--- src/rtl/pad_bidir_ctrl.sv ---
// Core-side controller for one bidirectional pad: sequences drive/receive direction with a
// turnaround gap, and synchronises, deglitches and edge-detects the pad input.
module pad_bidir_ctrl #(
    parameter int SYNC_STAGES = 2,
    parameter int FILT_LEN    = 4,
    parameter int TURN_CYC    = 3
) (
    input  logic clk,
    input  logic rst,
    input  logic drv_req,
    input  logic drv_data,
    output logic c2p,
    output logic c2p_en,
    input  logic p2c,
    output logic mode_drv,
    output logic busy,
    output logic in_level,
    output logic in_valid,
    output logic in_rise,
    output logic in_fall
);

    localparam logic [1:0] ST_RX    = 2'd0;
    localparam logic [1:0] ST_RX2TX = 2'd1;
    localparam logic [1:0] ST_TX    = 2'd2;
    localparam logic [1:0] ST_TX2RX = 2'd3;

    localparam int TURN_W = (TURN_CYC > 1) ? $clog2(TURN_CYC) : 1;
    localparam int FILT_W = (FILT_LEN > 1) ? $clog2(FILT_LEN) : 1;
    localparam logic [TURN_W-1:0] TURN_LAST = TURN_W'(TURN_CYC - 1);
    localparam logic [FILT_W-1:0] FILT_LAST = FILT_W'(FILT_LEN - 1);

    logic [1:0]             state_reg, state_next;
    logic [TURN_W-1:0]      turn_reg, turn_next;
    logic [SYNC_STAGES-1:0] sync_reg;
    logic [FILT_W-1:0]      filt_reg, filt_next;
    logic                   level_reg, level_next;
    logic                   c2p_reg, c2p_en_reg, mode_drv_reg, busy_reg;
    logic                   valid_reg, rise_reg, fall_reg;
    logic                   rx_entry, accept, s;
    logic                   valid_next, rise_next, fall_next;

    assign s = sync_reg[SYNC_STAGES-1];

    // Direction sequencer: both turnarounds run TURN_CYC cycles with the pad driver off.
    always_comb begin
        state_next = state_reg;
        turn_next  = turn_reg;
        rx_entry   = 1'b0;
        case (state_reg)
            ST_RX: begin
                if (drv_req) begin
                    state_next = ST_RX2TX;
                    turn_next  = '0;
                end
            end
            ST_RX2TX: begin
                if (!drv_req) begin
                    state_next = ST_RX;
                    rx_entry   = 1'b1;
                end else if (turn_reg == TURN_LAST) begin
                    state_next = ST_TX;
                    turn_next  = '0;
                end else begin
                    turn_next = turn_reg + 1'b1;
                end
            end
            ST_TX: begin
                if (!drv_req) begin
                    state_next = ST_TX2RX;
                    turn_next  = '0;
                end
            end
            ST_TX2RX: begin
                if (turn_reg == TURN_LAST) begin
                    state_next = ST_RX;
                    rx_entry   = 1'b1;
                    turn_next  = '0;
                end else begin
                    turn_next = turn_reg + 1'b1;
                end
            end
            default: begin
                state_next = ST_TX2RX;
                turn_next  = '0;
            end
        endcase
    end

    // Deglitch filter; entering RX snaps the level to the current sample without an edge pulse.
    always_comb begin
        level_next = level_reg;
        filt_next  = filt_reg;
        accept     = 1'b0;
        if (rx_entry) begin
            level_next = s;
            filt_next  = '0;
        end else if (s != level_reg) begin
            if (filt_reg == FILT_LAST) begin
                level_next = s;
                filt_next  = '0;
                accept     = 1'b1;
            end else begin
                filt_next = filt_reg + 1'b1;
            end
        end else begin
            filt_next = '0;
        end
    end

    assign valid_next = (state_next == ST_RX);
    assign rise_next  = accept & valid_next & s;
    assign fall_next  = accept & valid_next & ~s;

    always_ff @(posedge clk) begin
        if (rst) begin
            state_reg    <= ST_TX2RX;
            turn_reg     <= '0;
            sync_reg     <= '0;
            filt_reg     <= '0;
            level_reg    <= 1'b0;
            c2p_reg      <= 1'b0;
            c2p_en_reg   <= 1'b0;
            mode_drv_reg <= 1'b0;
            busy_reg     <= 1'b1;
            valid_reg    <= 1'b0;
            rise_reg     <= 1'b0;
            fall_reg     <= 1'b0;
        end else begin
            state_reg    <= state_next;
            turn_reg     <= turn_next;
            sync_reg     <= {sync_reg[SYNC_STAGES-2:0], p2c};
            filt_reg     <= filt_next;
            level_reg    <= level_next;
            c2p_reg      <= (state_next == ST_TX) & drv_data;
            c2p_en_reg   <= (state_next == ST_TX);
            mode_drv_reg <= (state_next == ST_TX);
            busy_reg     <= (state_next == ST_RX2TX) | (state_next == ST_TX2RX);
            valid_reg    <= valid_next;
            rise_reg     <= rise_next;
            fall_reg     <= fall_next;
        end
    end

    assign c2p      = c2p_reg;
    assign c2p_en   = c2p_en_reg;
    assign mode_drv = mode_drv_reg;
    assign busy     = busy_reg;
    assign in_level = level_reg;
    assign in_valid = valid_reg;
    assign in_rise  = rise_reg;
    assign in_fall  = fall_reg;

endmodule
--- config.mk ---
export PLATFORM = sky130hd
export DESIGN_NAME = pad_bidir_ctrl
export DESIGN_NICKNAME = d
export VERILOG_FILES = /design/src/rtl/pad_bidir_ctrl.sv
export SDC_FILE = /design/constraint.sdc
export NUM_CORES = 1
export LEC_CHECK = 0
export ABC_AREA = 1
export CAP_MARGIN = 25
export CORE_MARGIN = 2
export CORE_UTILIZATION = 35
export DETAILED_ROUTE_END_ITERATION = 8
export GPL_TIMING_DRIVEN = 0
export SYNTH_ARGS = -nofsm -noshare
export SYNTH_HDL_FRONTEND = slang
export SYNTH_SLANG_ARGS = --single-unit
--- constraint.sdc ---
create_clock -name clk -period 1.2 [get_ports clk]
set_input_delay 0.3 -clock clk [delete_from_list [all_inputs] [get_ports clk]]
set_output_delay 0.3 -clock clk [all_outputs]
set_load 0.005 [all_outputs]
==> flow_summary.toml <==
[detailed_routing]
postRouteAntennaNets = 0
wl_per_cell_um = 8.55
drt_first_pass_iters = 2
drt_iter0_markers = 3
vias = 493
met3_wirelength_um = 50
wl_um = 932
drc_errors = 0
vias_per_cell = 4.52
wl_met1_um = 431
wl_met2_um = 425
highest_layer = "met4"

[placed_design]
place_ws_ns = -0.255
io_buffers = 12
gp_congestion = 0.749
hpwl_um = 705

[synthesis]
ys_seq_area_share_pct = 50.2
syn_nets = 81
synth_seq_cells = 14
synthCells = 75
syn_area_sq_um = 558
ys_types = 15
syn_area_per_cell_sq_um = 7.44
ys_warn_count = 0

[cells_and_area]
fill_cells = 170
register_area_sq_um = 287
drive_above_1_share_pct = 17.2
area_growth_pct = 33.6
final_common_cell = "nand2_1"
antenna-diode-count = 0
nets = 100
final_cell_mix = "15 x nand2_1, 14 x nor2_1, 12 x inv_1, 11 x dfxtp_1, 6 x dlygate4sd2_1"
final_util_pct = 49.5
multi_input_area_sq_um = 224

[critical_path]
cp_max_fo = 2
reg2reg_depth = 5
crit_path_end_kind = "output pin"
cp_slowest_cell = "dfxtp_2"
crit_arrival_ns = 0.86
critPathBufInv = 1
crit_path_end = "in_level"
r2r_slack_ns = 0.08
path_class = "reg -> out"
crit_path_max_incr_delay_ns = 0.33
worstReg2RegEnd = "state_reg[1]$_SDFF_PP1_"
startpoint_type = "flop"
crit_cells = 1
r2r-start = "state_reg[0]$_SDFF_PP1_"
cpLargestDelayFamily = "flip-flops"
worstPathRequired_ns = 0.90
crit_start = "in_level$_SDFFE_PP0P_"
path_cells = "dlygate4sd2_1"

[sta]
tns_ns = 0
finalSetupViolations = 0
report.final.slew_viol_count = 0
hold_violations = 0
post-route-min-period_ns = 1.16
worst_pin_slew_ns = 0.302
rsz0062_at_grt = "true"
max_freq_ghz = 0.862
fin_skew_ns = 0.00850
period_share_pct = 96.6
slew_headroom_pct = 79.8
setup_ws_ns = 0.0404
whs_ns = 0.406

[run_status]
run_status = "completed"

[power_and_ir_drop]
p_leak_nw = 0.392
ir_worst_vdd_v = 0.000937
cellPowerDensity_mw_per_mm2 = 2330

[clocking]
clockRootBuffer = "clkbuf_4"
cts_sinks = 14
cts_buffer_depth = 2
worstSkewPairLatency_ns = 0.28
cts_tree = "yes"
path_clk_slew_ns = 0.09
cts-buffers-inserted = 3
htreeDepth = 1

[global_route]
globalRouteOverflowTotal = 0
grt_antenna_before_repair = 0
first_global_vias = 423
global_route.usage.total_pct = 11.6
grt_pass1_wl_um = 1570
grt_max_degree = 9

[die]
die_area_sq_mm = 0.00193
coreArea_sq_mm = 0.00151
dieWidth_um = 43.9
ioPinCount = 13
start_util_pct = 37.0
num_rows = 14
die_y_um = 43.9

[hold_path]
min_from = "sync_reg[0]$_SDFF_PP0_"
hp-class = "reg -> reg"

[job]
drv_cap = 0
## worst reg2reg max path, stage by stage (launching register included)
cell and delay, ns:
dfxtp_4 0.35, buf_4 0.12, nand3_2 0.11, nand2_1 0.11, o21ai_1 0.10, or2_1 0.21
## metrics by stage
stage	instances	power (mW)	area (sq um)
2_1_floorplan	75	1.14	558
6_report	109	1.74	746
5_1_grt	109	1.90	746
4_1_cts	109	1.74	742
3_3_place_gp	103	1.38	698
3_5_place_dp	103	1.39	698
## synth_stat cells
cell type / number / area (sq um)
o21ai_0: 2 / 10.0
nor2_4: 1 / 11.3
nor3_1: 3 / 15.0
inv_1: 13 / 48.8
buf_4: 1 / 7.51
nor3b_1: 1 / 7.51
ha_1: 1 / 12.5
nand3_2: 1 / 10.0
nand2_2: 1 / 6.26
nor2_1: 14 / 52.6
nand3_1: 5 / 25.0
o21ai_1: 1 / 5.00
dfxtp_1: 14 / 280
nand2_1: 16 / 60.1
or2_1: 1 / 6.26
## final cells by class
cell class	instances	share of cell area, %
well taps	16	2.68
flip-flops and latches	14	38.4
inverters	13	6.54
plain buffers	1	1.01
clock buffers	4	4.87
multi-input cells	47	30.0
repair buffers	14	16.4
## power by group
part / leakage [nW] / internal (mW) / switching [mW]
Combinational: 0.255 / 0.323 / 0.381
Sequential: 0.115 / 0.608 / 0.0796
Clock: 0.0210 / 0.185 / 0.160
Total: 0.392 / 1.12 / 0.621
## metal layers
layer / track usage (%) / vias to the layer above
li1: - / 264
met1: 10.7 / 216
met2: 19.7 / 10
met3: 5.00 / 3
met4: 9.09 / 0
met5: 0 / -
## logic make-up (layout without fill, tap and decap cells)
logic type	count (synthesis)	in the layout	synth area share (%)
buffers and inverters	14	32	10.1
adder cells (fa/ha/maj)	1	1	2.24
AO/OA/AOI/OAI	3	3	2.69
flip-flops	14	14	50.2
AND/OR/NAND/NOR	43	43	34.8
## worst min-delay path by stage
stage          slack, ns  depth (start not counted)                     end
2_1_floorplan       0.37                          1     in_valid$_SDFF_PP0_
3_3_place_gp        0.39                          2  sync_reg[1]$_SDFF_PP0_
3_5_place_dp        0.40                          2  sync_reg[1]$_SDFF_PP0_
4_1_cts             0.41                          2  sync_reg[1]$_SDFF_PP0_
5_1_grt             0.43                          2  sync_reg[1]$_SDFF_PP0_
6_report            0.41                          2  sync_reg[1]$_SDFF_PP0_
## what timing repair did
item	4_1_cts	5_1_grt
resized for setup	15	4
buffers inserted	2	0
setup endpoints to repair	8	3
hold buffers	0	0
Note: power is estimated with default switching activity, not from simulation.
